`src/rtl/demux_1_8_pkg.sv`:
```
// Shared types and field layout for the 1:8 DEMUX request sequencer.
package demux_1_8_pkg;

    // Sequencer FSM states.
    typedef enum logic {
        IDLE  = 1'b0,
        DRIVE = 1'b1
    } seqState_e;

    // A queued request packs the destination above the data bit.
    localparam int ENTRY_W  = 4;
    localparam int DATA_BIT = 0;
    localparam int DEST_LSB = 1;
    localparam int DEST_MSB = 3;
    localparam int SEL_W    = 3;

    // Builds a FIFO entry from a destination index and a data bit.
    function automatic logic [ENTRY_W-1:0] packEntry(input logic [SEL_W-1:0] dest,
                                                     input logic             data);
        return {dest, data};
    endfunction

endpackage

```
`src/rtl/demux_1_8_seq_fifo.sv`:
```
// Small synchronous request FIFO with a separate occupancy counter.
module demux_1_8_seq_fifo
    import demux_1_8_pkg::*;
#(
    parameter int DEPTH = 4,
    parameter int WIDTH = ENTRY_W
) (
    input  logic                     clock,
    input  logic                     reset,
    input  logic                     push,
    input  logic                     pop,
    input  logic [WIDTH-1:0]         wrData,
    output logic [WIDTH-1:0]         rdData,
    output logic                     full,
    output logic                     empty,
    output logic [$clog2(DEPTH):0]   level
);

    localparam int PTR_W = $clog2(DEPTH);
    localparam int LVL_W = PTR_W + 1;

    logic [WIDTH-1:0] mem [DEPTH];
    logic [PTR_W-1:0] wrPtr_q;
    logic [PTR_W-1:0] rdPtr_q;
    logic [LVL_W-1:0] level_q;
    logic             doPush;
    logic             doPop;

    // Guard the strobes so a stray push-when-full or pop-when-empty cannot corrupt state.
    always_comb begin
        doPush = push & ~full;
        doPop  = pop & ~empty;
    end

    // Storage array carries no reset; only the pointers and count define validity.
    always_ff @(posedge clock) begin
        if (doPush) begin
            mem[wrPtr_q] <= wrData;
        end
    end

    // Pointers wrap naturally at DEPTH; occupancy counts up on push and down on pop.
    always_ff @(posedge clock or posedge reset) begin
        if (reset) begin
            wrPtr_q <= '0;
            rdPtr_q <= '0;
            level_q <= '0;
        end else begin
            if (doPush) begin
                wrPtr_q <= wrPtr_q + PTR_W'(1);
            end
            if (doPop) begin
                rdPtr_q <= rdPtr_q + PTR_W'(1);
            end
            case ({doPush, doPop})
                2'b10:   level_q <= level_q + LVL_W'(1);
                2'b01:   level_q <= level_q - LVL_W'(1);
                default: level_q <= level_q;
            endcase
        end
    end

    // Head of queue is visible without a pop so the FSM can load it on the same edge.
    always_comb begin
        rdData = mem[rdPtr_q];
        full   = (level_q == LVL_W'(DEPTH));
        empty  = (level_q == '0);
        level  = level_q;
    end

endmodule

```
`src/rtl/demux_1_8_sequencer.sv`:
```
// Buffers {dest, data} requests and presents them one at a time to a 1:8 DEMUX,
// holding each for HOLD_CYCLES clocks with no gap between queued requests.
module demux_1_8_sequencer
    import demux_1_8_pkg::*;
#(
    parameter int FIFO_DEPTH  = 4,
    parameter int HOLD_CYCLES = 1
) (
    input  logic                         Clock_In,
    input  logic                         Reset_In,
    input  logic                         Valid_In,
    input  logic [SEL_W-1:0]             Dest_In,
    input  logic                         Data_In,
    output logic                         Ready_Out,
    output logic                         Enable_Out,
    output logic [SEL_W-1:0]             Select_Out,
    output logic                         Data_Out,
    output logic [$clog2(FIFO_DEPTH):0]  Level_Out,
    output logic                         Overflow_Out
);

    localparam int CNT_W = (HOLD_CYCLES > 1) ? $clog2(HOLD_CYCLES) : 1;
    localparam logic [CNT_W-1:0] HOLD_LOAD = CNT_W'(HOLD_CYCLES - 1);

    seqState_e          state_q, state_d;
    logic [CNT_W-1:0]   holdCnt_q, holdCnt_d;
    logic               enable_q, enable_d;
    logic [SEL_W-1:0]   select_q, select_d;
    logic               data_q, data_d;
    logic               overflow_q, overflow_d;

    logic               fifoPush;
    logic               fifoPop;
    logic               fifoFull;
    logic               fifoEmpty;
    logic [ENTRY_W-1:0] headEntry;
    logic [$clog2(FIFO_DEPTH):0] fifoLevel;

    demux_1_8_seq_fifo #(
        .DEPTH (FIFO_DEPTH),
        .WIDTH (ENTRY_W)
    ) u_fifo (
        .clock  (Clock_In),
        .reset  (Reset_In),
        .push   (fifoPush),
        .pop    (fifoPop),
        .wrData (packEntry(Dest_In, Data_In)),
        .rdData (headEntry),
        .full   (fifoFull),
        .empty  (fifoEmpty),
        .level  (fifoLevel)
    );

    // Ready depends only on the registered occupancy, never on Valid_In.
    always_comb begin
        Ready_Out  = ~fifoFull;
        fifoPush   = Valid_In & ~fifoFull;
        overflow_d = overflow_q | (Valid_In & fifoFull);
    end

    // Next-state logic: load the head entry whenever the output slot is free or its hold expires.
    always_comb begin
        state_d   = state_q;
        holdCnt_d = holdCnt_q;
        enable_d  = enable_q;
        select_d  = select_q;
        data_d    = data_q;
        fifoPop   = 1'b0;
        case (state_q)
            IDLE: begin
                enable_d = 1'b0;
                select_d = '0;
                data_d   = 1'b0;
                if (!fifoEmpty) begin
                    fifoPop   = 1'b1;
                    holdCnt_d = HOLD_LOAD;
                    enable_d  = 1'b1;
                    select_d  = headEntry[DEST_MSB:DEST_LSB];
                    data_d    = headEntry[DATA_BIT];
                    state_d   = DRIVE;
                end
            end
            DRIVE: begin
                if (holdCnt_q != '0) begin
                    holdCnt_d = holdCnt_q - CNT_W'(1);
                end else if (!fifoEmpty) begin
                    fifoPop   = 1'b1;
                    holdCnt_d = HOLD_LOAD;
                    enable_d  = 1'b1;
                    select_d  = headEntry[DEST_MSB:DEST_LSB];
                    data_d    = headEntry[DATA_BIT];
                end else begin
                    enable_d = 1'b0;
                    select_d = '0;
                    data_d   = 1'b0;
                    state_d  = IDLE;
                end
            end
            default: begin
                state_d = IDLE;
            end
        endcase
    end

    // State, hold counter, DEMUX drive registers and sticky overflow flag.
    always_ff @(posedge Clock_In or posedge Reset_In) begin
        if (Reset_In) begin
            state_q    <= IDLE;
            holdCnt_q  <= '0;
            enable_q   <= 1'b0;
            select_q   <= '0;
            data_q     <= 1'b0;
            overflow_q <= 1'b0;
        end else begin
            state_q    <= state_d;
            holdCnt_q  <= holdCnt_d;
            enable_q   <= enable_d;
            select_q   <= select_d;
            data_q     <= data_d;
            overflow_q <= overflow_d;
        end
    end

    // Every output comes straight from a register.
    always_comb begin
        Enable_Out   = enable_q;
        Select_Out   = select_q;
        Data_Out     = data_q;
        Level_Out    = fifoLevel;
        Overflow_Out = overflow_q;
    end

endmodule

```
`config.mk`:
```
export PLATFORM = sky130hd
export DESIGN_NAME = demux_1_8_sequencer
export DESIGN_NICKNAME = d
export VERILOG_FILES = /design/src/rtl/demux_1_8_pkg.sv /design/src/rtl/demux_1_8_seq_fifo.sv /design/src/rtl/demux_1_8_sequencer.sv
export SDC_FILE = /design/constraint.sdc
export NUM_CORES = 1
export LEC_CHECK = 0
export CAP_MARGIN = 40
export CORE_MARGIN = 1
export CORE_UTILIZATION = 56
export CTS_CLUSTER_SIZE = 20
export DETAILED_ROUTE_END_ITERATION = 12
export GPL_ROUTABILITY_DRIVEN = 0
export HOLD_SLACK_MARGIN = 0.06
export PLACE_DENSITY = 0.81
export SYNTH_ARGS = -nofsm -noshare
export SYNTH_HDL_FRONTEND = slang
export SYNTH_SLANG_ARGS = --single-unit
```
`constraint.sdc`:
```
create_clock -name Clock_In -period 4.2 [get_ports Clock_In]
set_clock_uncertainty 0.2 [all_clocks]
set_input_delay 1.26 -clock Clock_In [delete_from_list [all_inputs] [get_ports Clock_In]]
set_output_delay 1.26 -clock Clock_In [all_outputs]
set_load 0.005 [all_outputs]
```
==> results of run 1 <==
report_power, final:
group / internal [µW] / total, µW / switching (µW)
clock: 82.5 / 170 / 87.6
combinational: 209 / 336 / 127
sequential: 397 / 477 / 80.1
total: 688 / 982 / 294
placed cells by master, fill, tap and decap left out:
cell type	instances
sky130_fd_sc_hd__clkdlybuf4s50_1	16
sky130_fd_sc_hd__edfxtp_1	16
sky130_fd_sc_hd__dfrtp_1	13
sky130_fd_sc_hd__and2_1	8
sky130_fd_sc_hd__inv_1	5
sky130_fd_sc_hd__clkbuf_4	5
sky130_fd_sc_hd__mux4_2	4
sky130_fd_sc_hd__ha_1	4
sky130_fd_sc_hd__nor2_1	3
sky130_fd_sc_hd__nand2_1	3
sky130_fd_sc_hd__a21oi_1	3
sky130_fd_sc_hd__xnor2_1	2
sky130_fd_sc_hd__clkbuf_1	2
sky130_fd_sc_hd__o22a_1	1
sky130_fd_sc_hd__a21boi_2	1
sky130_fd_sc_hd__or3_1	1
sky130_fd_sc_hd__o21ai_0	1
sky130_fd_sc_hd__a31o_2	1
sky130_fd_sc_hd__nor3_1	1
sky130_fd_sc_hd__a2bb2oi_1	1
sky130_fd_sc_hd__xor2_1	1
sky130_fd_sc_hd__mux2_4	1
sky130_fd_sc_hd__nand2_4	1
sky130_fd_sc_hd__nor3b_1	1
sky130_fd_sc_hd__o22ai_1	1
sky130_fd_sc_hd__fa_1	1
sky130_fd_sc_hd__clkbuf_8	1
stage by stage:
stage | area [µm²] | hold WS, ps
final | 1450 | 275
after global routing | 1450 | 300
after floorplan | 1230 | 266
after CTS | 1450 | 277
after global placement | 1390 | 256
after detailed placement | 1390 | 257
flip-flops by register name, summed over array words and instances (netlist names):
register        flops
u_fifo.rdPtr_q      2
Overflow_Out        1
u_fifo.wrPtr_q      2
Enable_Out          1
Select_Out          3
Data_Out            1
u_fifo.mem         16
u_fifo.level        3
worst max-delay path, stage by stage, from the launching register on:
cell	delay [ps]
sky130_fd_sc_hd__dfrtp_1	480
sky130_fd_sc_hd__nor2_1	330
sky130_fd_sc_hd__nand2_1	110
sky130_fd_sc_hd__clkdlybuf4s50_1	450
metal layers:
layer  vias to the layer above  wire length, µm
met5                         -                0
met4                         0               25
met3                         4               84
met2                        19              823
met1                       312              793
li1                        317                -
cell type report:
type	instances	share of cell area, %
Sequential cell	29	55.8
Inverter	5	1.30
Tap cell	27	2.34
Timing Repair Buffer	16	11.1
Clock buffer	8	4.07
Multi-Input combinational cell	40	25.5
kinds of logic (layout without fill, tap and decap cells):
logic type | after synthesis | after routing
flops | 29 | 29
mux | 5 | 5
simple gates | 18 | 18
compound gates | 9 | 9
xor+xnor | 3 | 3
fa+ha+maj | 5 | 5
buf+inv | 9 | 29
worst min-delay path by stage:
stage	endpoint	startpoint	slack [ps]
after floorplan	Overflow_Out$_DFF_PP0_	Overflow_Out$_DFF_PP0_	270
final	Overflow_Out$_DFF_PP0_	Overflow_Out$_DFF_PP0_	270
after CTS	Overflow_Out$_DFF_PP0_	Overflow_Out$_DFF_PP0_	280
after global routing	Overflow_Out$_DFF_PP0_	Overflow_Out$_DFF_PP0_	300
after detailed placement	Overflow_Out$_DFF_PP0_	Overflow_Out$_DFF_PP0_	260
after global placement	Overflow_Out$_DFF_PP0_	Overflow_Out$_DFF_PP0_	260
==> qor.yml, run 1 <==
final-instance-count-excl-fill: 125
route.detailed.vias_per_inst: 5.22
die_w_um: 48.9
cts_tree: "done"
power.density_nw_per_um2: 680
num-fill-cells: 129
buffer_ports.inserted: 16
fin_util_pct: 71.5
multiInputGateArea_um2: 368
ios: 17
root_buf_cell: "sky130_fd_sc_hd__clkbuf_4"
post-place-cells: 117
timing.final.crit_period_ps: 3140
dr.first_iter.drc_count: 16
rows: 16
critical_path_required_ps: 2740
max-slew-margin-rel_pct: 67.0
globalRouteMet2Util_pct: 26.4
count_of_distinct_cell_types_in_the_synthesized_netlist: 25
numCtsBuffers: 5
number_of_flops_mapped_to_enable_cells_by_yosys: 16
timing_max_transition_violations_final: 0
synthCells: 78
busiest_layer: "met2"
ys_warn_count: 0
ys_dominant_reg_cell: "sky130_fd_sc_hd__edfxtp_1"
async_reset_ff_share_pct: 44.8
grt_setup_unrepaired: "false"
worstPathMaxFanout: 9
setup.reg_to_reg.worst_slack_ps: 2120
max_clock_buf_depth: 2
grt_use_met3_pct: 8.41
number_of_global_route_vias_before_repair: 625
worstSetupEndpointType: "primary output"
r2r-start: "u_fifo.level[2]$_DFFE_PP0P_"
final_net_count: 109
synth-adder-area-share_pct: 5.69
synth-xor-area-share_pct: 2.13
setup_ws_ps: 1060
hold_path_depth: 1
detail_route.first_pass.iterations: 4
hp-class: "reg -> reg"
total_power_uw: 982
starting_density_of_the_core_pct: 60.9
gr-total-overflow: 0
reg2regPathDepth: 6
timing.critical_path.to: "Ready_Out"
yosys-top-cells-count: "sky130_fd_sc_hd__edfxtp_1 (16), sky130_fd_sc_hd__dfrtp_1 (13), sky130_fd_sc_hd__and2_1 (8)"
drcViolationCount: 0
run_status: "finished, final reports clean"
vdd_drop_max_mv: 0.436
die_h_um: 48.9
pre_cts_slack_ps: 1060
report.final.setup_viol: 0
worst_skew_pair.late_latency_ps: 320
dr_total_vias: 652
critPathLaunchType: "register"
placeableCoreArea_um2: 2020
startpoint: "u_fifo.level[0]$_DFFE_PP0P_"
worstReg2RegEnd: "u_fifo.level[2]$_DFFE_PP0P_"
postSynthNetCount: 90
fin_tns_setup_ps: 0
biggest_area_consumer_among_synthesized_cells: "sky130_fd_sc_hd__edfxtp_1"
post-cts-setup-buffer-count: 0
synth_area_per_cell_um2: 15.8
dp.final_hpwl_um: 1190
synth_top_family_by_area: "multiplexers"
synthToLayoutAreaGrowth_pct: 17.4
post-synth-top-area-fraction_pct: 39.0
maxClockFrequency_mhz: 318
timing.setup.critical_path_class: "reg -> out"
arrival_ps: 1680
ys_top_cells_by_area: "sky130_fd_sc_hd__edfxtp_1 (39%), sky130_fd_sc_hd__dfrtp_1 (26%), sky130_fd_sc_hd__mux4_2 (7.3%)"
cts_resized: 0
power.static_leakage_uw: 0.000560
synth.area.mux_share_pct: 8.54
synth.ff_latch_count: 29
grt_first_pass_wirelength_um: 3080
met1_demand_to_capacity_share_in_global_routing_pct: 25.3
layout-drive-gt1-share_pct: 14.3
insertedDiodeCount: 0
drt.antenna.violating_nets: 0
numClockSinks: 29
wl_per_cell_um: 13.8
gr_usage_total_pct: 18.9
synth.cell_area_um2: 1230
hold_violations: 0
antenna_found_initial: 0
fraction_of_the_mapped_netlist_area_in_compound_gates_pct: 5.18
grt_start_max_net_pins: 14
sequential_cell_area_um2: 806
sequential_area_share_after_synthesis_pct: 65.4
synth.most_common_cell: "sky130_fd_sc_hd__edfxtp_1"
floorplan.die_area_um2: 2390
clkSlewWorstSetupHoldPaths_ps: 80
min_period_over_period_pct: 74.8
routed_wirelength_um: 1730
max-cap-violations: 0
synth-simple-area-share_pct: 8.33
cts_hold_buffers_added: 0
tightestPinTransition_ps: 494
clock_tree.htree_level_count: 2
(Power assumes the default switching activity.)
==> run 2: changes to the inputs <==
--- a/config.mk
+++ b/config.mk
@@ -7,12 +7,12 @@
 export LEC_CHECK = 0
 export CAP_MARGIN = 40
 export CORE_MARGIN = 1
-export CORE_UTILIZATION = 56
+export CORE_UTILIZATION = 52
 export CTS_CLUSTER_SIZE = 20
 export DETAILED_ROUTE_END_ITERATION = 12
 export GPL_ROUTABILITY_DRIVEN = 0
 export HOLD_SLACK_MARGIN = 0.06
-export PLACE_DENSITY = 0.81
+export PLACE_DENSITY = 0.76
 export SYNTH_ARGS = -nofsm -noshare
 export SYNTH_HDL_FRONTEND = slang
 export SYNTH_SLANG_ARGS = --single-unit
==> constraint.sdc (replaced) <==
create_clock -name Clock_In -period 3.2 [get_ports Clock_In]
set_clock_uncertainty 0.2 [all_clocks]
set_input_delay 0.96 -clock Clock_In [delete_from_list [all_inputs] [get_ports Clock_In]]
set_output_delay 0.96 -clock Clock_In [all_outputs]
set_load 0.005 [all_outputs]
==> qor.yml, run 2 (synthesized netlist as in run 1, its figures left out) <==
hold_violations: 0  # unchanged
power_switching_share_pct: 30.4  # was 30.0%
grt_first_pass_wirelength_um: 2970  # was 3080 µm
starting_density_of_the_core_pct: 55.7  # was 60.9%
fin_tns_setup_ps: 0  # unchanged
registers.top_by_ff_count: "u_fifo.mem"  # unchanged
gr-total-overflow: 0  # unchanged
cts_resized: 0  # unchanged
comb_power_share_pct: 34.8  # was 34.2%
reg2regPathDepth: 6  # unchanged
tightestPinTransition_ps: 499  # was 494 ps
post-cts-setup-buffer-count: 0  # unchanged
netSwitchingPower_uw: 386  # was 294 µW
max_clock_buf_depth: 2  # unchanged
internal-power_uw: 883  # was 688 µW
worstReg2RegEnd: "u_fifo.level[2]$_DFFE_PP0P_"  # unchanged
worstPathMaxFanout: 9  # unchanged
clock_tree.htree_level_count: 2  # unchanged
clkSlewWorstSetupHoldPaths_ps: 80  # about the same
wl_per_cell_um: 13.9  # was 13.8 µm
final-instance-count-excl-fill: 126  # was 125
timing.critical_path.to: "Ready_Out"  # unchanged
power.share.clock_pct: 15.8  # was 17.3%
timing_max_transition_violations_final: 0  # unchanged
detail_route.first_pass.iterations: 4  # unchanged
dp.final_hpwl_um: 1270  # was 1190 µm
buffer_ports.inserted: 16  # unchanged
gr_usage_total_pct: 17.5  # was 18.9%
numCtsBuffers: 5  # unchanged
drt.antenna.violating_nets: 0  # unchanged
vdd_drop_max_mv: 0.525  # was 0.436 mV
cts_hold_buffers_added: 0  # unchanged
root_buf_cell: "sky130_fd_sc_hd__clkbuf_4"  # unchanged
max-slew-margin-rel_pct: 66.7  # was 67.0%
post-place-cells: 118  # was 117
arrival_ps: 1660  # was 1680 ps
numClockSinks: 29  # unchanged
r2r-start: "u_fifo.level[2]$_DFFE_PP0P_"  # unchanged
timing.setup.critical_path_class: "reg -> out"  # unchanged
antenna_found_initial: 0  # unchanged
crit_chain: "nor2_1, nand2_1, clkdlybuf4s50_1"  # unchanged
worstSetupEndpointType: "primary output"  # unchanged
finalHoldWorstSlack_ps: 273  # was 275 ps
routed_wirelength_um: 1760  # was 1730 µm
timing.final.crit_period_ps: 2820
critPathLaunchType: "register"  # unchanged
placeableCoreArea_um2: 2210  # was 2020 µm²
die_h_um: 50.7  # was 48.9 µm
setup.reg_to_reg.worst_slack_ps: 1170  # was 2120 ps
power.static_leakage_uw: 0.000554  # was 0.000560 µW
maxClockFrequency_mhz: 354
dr.first_iter.drc_count: 9  # was 16
number_of_global_route_vias_before_repair: 667  # was 625
grt_start_max_net_pins: 14  # unchanged
dr_total_vias: 656  # was 652
startpoint: "u_fifo.level[0]$_DFFE_PP0P_"  # unchanged
final_cell_mix: "sky130_fd_sc_hd__clkdlybuf4s50_1 (16), sky130_fd_sc_hd__edfxtp_1 (16), sky130_fd_sc_hd__dfrtp_1 (13)"  # unchanged
report.final.setup_viol: 0  # unchanged
synthToLayoutAreaGrowth_pct: 16.7  # was 17.4%
flip_flop_count_of_the_largest_register_after_layout: 16  # unchanged
worst_skew_pair.late_latency_ps: 320  # about the same
layout-drive-gt1-share_pct: 13.3  # was 14.3%
power.density_nw_per_um2: 884  # was 680 nW/µm²
rows: 17  # was 16
max-cap-violations: 0  # unchanged
cp_slowest_cell: "sky130_fd_sc_hd__dfrtp_1"  # unchanged
run_status: "finished, final reports clean"  # unchanged
ios: 17  # unchanged
critical_path_required_ps: 2040  # was 2740 ps
peak_per_stage_delay_on_the_critical_path_ps: 480  # about the same
insertedDiodeCount: 0  # unchanged
pwr-share-seq_pct: 49.4  # was 48.5%
min_period_over_period_pct: 88.3
hp-class: "reg -> reg"  # unchanged
cts_tree: "done"  # unchanged
final_net_count: 109  # unchanged
grt_setup_unrepaired: "false"  # unchanged
die_w_um: 50.7  # was 48.9 µm
drcViolationCount: 0  # unchanged
route.detailed.vias_per_inst: 5.21  # was 5.22
floorplan.die_area_um2: 2570  # was 2390 µm²
[run 2: worst max-delay path: cells and delay by family, from the launching register on]
family / cells / cell delay, ps
buf+inv: 1 / 450
flops: 1 / 480
simple gates: 2 / 430
[run 2: stage by stage]
step                      worst slack, ps  area, µm²  total power, µW  utilization [%]
after floorplan                       933       1230              931                -
after global placement                424       1390             1060             62.7
after detailed placement              351       1390             1080             62.7
after CTS                             369       1440             1290             64.9
after global routing                  235       1440             1370             64.9
final                                 376       1440             1270             64.9
[run 2: how the worst min path moves through the flow]
stage | start | endpoint | slack, ps | cells past startpoint
2_1_floorplan | Overflow_Out$_DFF_PP0_ | Overflow_Out$_DFF_PP0_ | 270 | 1
5_1_grt | Overflow_Out$_DFF_PP0_ | Overflow_Out$_DFF_PP0_ | 300 | 1
3_5_place_dp | Overflow_Out$_DFF_PP0_ | Overflow_Out$_DFF_PP0_ | 260 | 1
3_3_place_gp | Overflow_Out$_DFF_PP0_ | Overflow_Out$_DFF_PP0_ | 250 | 1
4_1_cts | Overflow_Out$_DFF_PP0_ | Overflow_Out$_DFF_PP0_ | 280 | 1
6_report | Overflow_Out$_DFF_PP0_ | Overflow_Out$_DFF_PP0_ | 270 | 1
[run 2: power by group through the flow]
| stage | combinational, µW | clock, µW | sequential (µW) |
|---|---|---|---|
| final | 442 | 201 | 627 |
| after global routing | 494 | 231 | 644 |
| after CTS | 449 | 210 | 627 |
| after detailed placement | 448 | 0 | 635 |
| after global placement | 432 | 0 | 632 |
| after floorplan | 336 | 0 | 595 |
[run 2: final cells by class]
class / instances / area [µm²]
clock buffer: 8 / 48.8
sequential: 29 / 806
multi-input combinational: 40 / 368
tap: 28 / 35.0
inverter: 5 / 18.8
timing repair buffer: 16 / 160
fill: 177 / 776
[run 2: layer usage]
layer / share of wire [%] / up-vias / track usage, %
li1: - / 316 / -
met1: 44 / 318 / 20.0
met2: 49 / 17 / 26.0
met3: 6.1 / 5 / 9.09
met4: 1.5 / 0 / 10.2
met5: 0 / - / 0
==> run 3: changes to the inputs <==
--- a/config.mk
+++ b/config.mk
@@ -5,6 +5,7 @@
 export SDC_FILE = /design/constraint.sdc
 export NUM_CORES = 1
 export LEC_CHECK = 0
+export ABC_AREA = 1
 export CAP_MARGIN = 40
 export CORE_MARGIN = 1
 export CORE_UTILIZATION = 52
==> qor.yml, run 3 <==
dr_total_vias: 785  # was 656
cts_hold_buffers_added: 0  # unchanged
hold_path_depth: 1  # unchanged
async_reset_ff_share_pct: 44.8  # unchanged
hold_path.startpoint: "Overflow_Out$_DFF_PP0_"  # unchanged
fin_tns_setup_ps: 0  # unchanged
setup.reg_to_reg.worst_slack_ps: 1380  # was 1170 ps
final_cell_mix: "sky130_fd_sc_hd__nor2_1 (24), sky130_fd_sc_hd__clkdlybuf4s50_1 (16), sky130_fd_sc_hd__edfxtp_1 (16)"  # was sky130_fd_sc_hd__clkdlybuf4s50_1 (16), sky130_fd_sc_hd__edfxtp_1 (16), sky130_fd_sc_hd__dfrtp_1 (13)
detail_route.first_pass.iterations: 4  # unchanged
num-fill-cells: 186  # was 177
die_h_um: 50.9  # was 50.7 µm
pre_cts_slack_ps: 462  # was 351 ps
worstPathMaxFanout: 4  # was 9
timing.setup.critical_path_class: "reg -> out"  # unchanged
clock_tree.htree_level_count: 2  # unchanged
number_of_global_route_vias_before_repair: 787  # was 667
startpoint: "u_fifo.level[0]$_DFFE_PP0P_"  # unchanged
postSynthNetCount: 121  # was 90
reg2regPathDepth: 9  # was 6
fin_util_pct: 66.4  # was 64.9%
timing.final.crit_period_ps: 2700  # was 2820 ps
worst_skew_pair.late_latency_ps: 330  # was 320 ps
critPathLaunchType: "register"  # unchanged
antenna_found_initial: 0  # unchanged
flip_flop_count_of_the_largest_register_after_layout: 16  # unchanged
report.final.setup_viol: 0  # unchanged
synth.ff_latch_count: 29  # unchanged
ys_top_cells_by_area: "sky130_fd_sc_hd__edfxtp_1 (39%), sky130_fd_sc_hd__dfrtp_1 (26%), sky130_fd_sc_hd__nor2_1 (7.2%)"  # was sky130_fd_sc_hd__edfxtp_1 (39%), sky130_fd_sc_hd__dfrtp_1 (26%), sky130_fd_sc_hd__mux4_2 (7.3%)
total_power_uw: 1350  # was 1270 µW
insertedDiodeCount: 0  # unchanged
met2_length_um: 1010  # was 856 µm
drcViolationCount: 0  # unchanged
synthCells: 109  # was 78
max-cap-violations: 0  # unchanged
grt_first_pass_wirelength_um: 3720  # was 2970 µm
grt_start_max_net_pins: 14  # unchanged
count_of_distinct_cell_types_in_the_synthesized_netlist: 19  # was 25
die_w_um: 50.9  # was 50.7 µm
yosys-top-cells-count: "sky130_fd_sc_hd__nor2_1 (24), sky130_fd_sc_hd__edfxtp_1 (16), sky130_fd_sc_hd__dfrtp_1 (13)"  # was sky130_fd_sc_hd__edfxtp_1 (16), sky130_fd_sc_hd__dfrtp_1 (13), sky130_fd_sc_hd__and2_1 (8)
root_buf_cell: "sky130_fd_sc_hd__clkbuf_4"  # unchanged
ys_warn_count: 0  # unchanged
clkSlewWorstSetupHoldPaths_ps: 90  # was 80 ps
ys_dominant_reg_cell: "sky130_fd_sc_hd__edfxtp_1"  # unchanged
hold_violations: 0  # unchanged
cts_tree: "done"  # unchanged
dr.first_iter.drc_count: 16  # was 9
numClockSinks: 29  # unchanged
layout-drive-gt1-share_pct: 12.9  # was 13.3%
max-slew-margin-rel_pct: 66.1  # was 66.7%
timing_max_transition_violations_final: 0  # unchanged
floorplan.die_area_um2: 2590  # was 2570 µm²
biggest_area_consumer_among_synthesized_cells: "sky130_fd_sc_hd__edfxtp_1"  # unchanged
tightestPinTransition_ps: 509  # was 499 ps
power.density_nw_per_um2: 913  # was 884 nW/µm²
multiInputGateArea_um2: 377  # was 368 µm²
ios: 17  # unchanged
arrival_ps: 1540  # was 1660 ps
sequential_area_share_after_synthesis_pct: 64.8  # was 65.4%
wl_per_cell_um: 12.8  # was 13.9 µm
route.layer.met1.wl_um: 896  # was 766 µm
post-cts-setup-buffer-count: 0  # unchanged
synth_area_per_cell_um2: 11.4  # was 15.8 µm²
number_of_flops_mapped_to_enable_cells_by_yosys: 16  # unchanged
synthToLayoutAreaGrowth_pct: 19.2  # was 16.7%
hp-class: "reg -> reg"  # unchanged
synth.cell_area_um2: 1240  # was 1230 µm²
rows: 17  # unchanged
gr-total-overflow: 0  # unchanged
final_common_cell: "sky130_fd_sc_hd__nor2_1"
sequential_cell_area_um2: 806  # unchanged
routed_wl_met3_um: 124  # was 107 µm
registers.top_by_ff_count: "u_fifo.mem"  # unchanged
starting_density_of_the_core_pct: 55.7  # about the same
worstSetupEndpointType: "primary output"  # unchanged
synth.most_common_cell: "sky130_fd_sc_hd__nor2_1"  # was sky130_fd_sc_hd__edfxtp_1
critical_path_required_ps: 2040  # about the same
route.detailed.vias_per_inst: 4.91  # was 5.21
maxClockFrequency_mhz: 370  # was 354 MHz
top_layer_used: "met4"  # unchanged
cts_resized: 0  # unchanged
min_period_over_period_pct: 84.4  # was 88.3%
grt_setup_unrepaired: "false"  # unchanged
numCtsBuffers: 5  # unchanged
hold_path_end: "Overflow_Out$_DFF_PP0_"  # unchanged
vdd_drop_max_mv: 0.582  # was 0.525 mV
r2r-start: "u_fifo.level[2]$_DFFE_PP0P_"  # unchanged
finalInstanceArea_um2: 1480  # was 1440 µm²
final_net_count: 143  # was 109
gr_usage_total_pct: 20.6  # was 17.5%
drt.antenna.violating_nets: 0  # unchanged
post-synth-top-area-fraction_pct: 38.6  # was 39.0%
placeableCoreArea_um2: 2230  # was 2210 µm²
setup_ws_ps: 500  # was 376 ps
worstReg2RegEnd: "u_fifo.level[2]$_DFFE_PP0P_"  # unchanged
routed_wirelength_um: 2050  # was 1760 µm
power.static_leakage_uw: 0.000616  # was 0.000554 µW
buffer_ports.inserted: 16  # unchanged
max_clock_buf_depth: 2  # unchanged
run_status: "finished, final reports clean"  # unchanged
dp.final_hpwl_um: 1510  # was 1270 µm
post_dp_cell_area_um2: 1430  # was 1390 µm²
## run 3: cell count changes after synthesis, sizes merged, moves of 3 or more
cell / before / now
mux4: 4 / 0
inv: 5 / 15
nand2: 4 / 11
and2: 8 / 0
buf: 4 / 1
nor2: 3 / 26
o21ai: 1 / 9
## run 3: cell type report
cell class,instances,share of cell area (%)
repair buffers,16,10.8
clock buffers,7,3.04
multi-input cells,64,25.4
well taps,28,2.36
clock inverters,1,0.253
flip-flops and latches,29,54.3
inverters,15,3.80
## run 3: metal layers
| layer | up-vias | GRT usage, % |
|---|---|---|
| met4 | 0 | 5.56 |
| li1 | 401 | - |
| met5 | - | 0 |
| met3 | 3 | 8.04 |
| met1 | 360 | 26.2 |
| met2 | 21 | 32.9 |
## run 3: cell families (layout without fill, tap and decap cells)
family | Yosys count | after routing | share of synthesized area, %
buffers and inverters | 16 | 39 | 4.93
AOI/OAI and AO/OA | 15 | 15 | 6.34
adders and majority gates | 5 | 5 | 5.63
DFF | 29 | 29 | 64.8
xor gates and xnor gates | 3 | 3 | 2.11
and+or+nand+nor | 41 | 41 | 16.2
## run 3: critical path, cell delays in order, from the launching register on
cell	delay, ps
sky130_fd_sc_hd__dfrtp_1	450
sky130_fd_sc_hd__nor2_4	200
sky130_fd_sc_hd__nand2_1	100
sky130_fd_sc_hd__clkdlybuf4s50_1	470
## run 3: through the flow
stage | cells | hold WS, ps
after floorplan | 109 | 266
after global placement | 152 | 255
after detailed placement | 152 | 263
after CTS | 160 | 284
after global routing | 160 | 325
final | 160 | 279
## run 3: worst max-delay path by stage
stage	endpoint	slack [ps]
2_1_floorplan	u_fifo.level[2]$_DFFE_PP0P_	1180
3_3_place_gp	u_fifo.level[2]$_DFFE_PP0P_	540
3_5_place_dp	u_fifo.level[2]$_DFFE_PP0P_	460
4_1_cts	Ready_Out	500
5_1_grt	Ready_Out	440
6_report	Ready_Out	500
## run 3: report_power, final
part,total [µW],internal (µW),switching [µW],leakage (µW)
sequential,612,518,94.4,0.000293
combinational,536,248,288,0.000296
clock,205,84.2,121,0.0000269
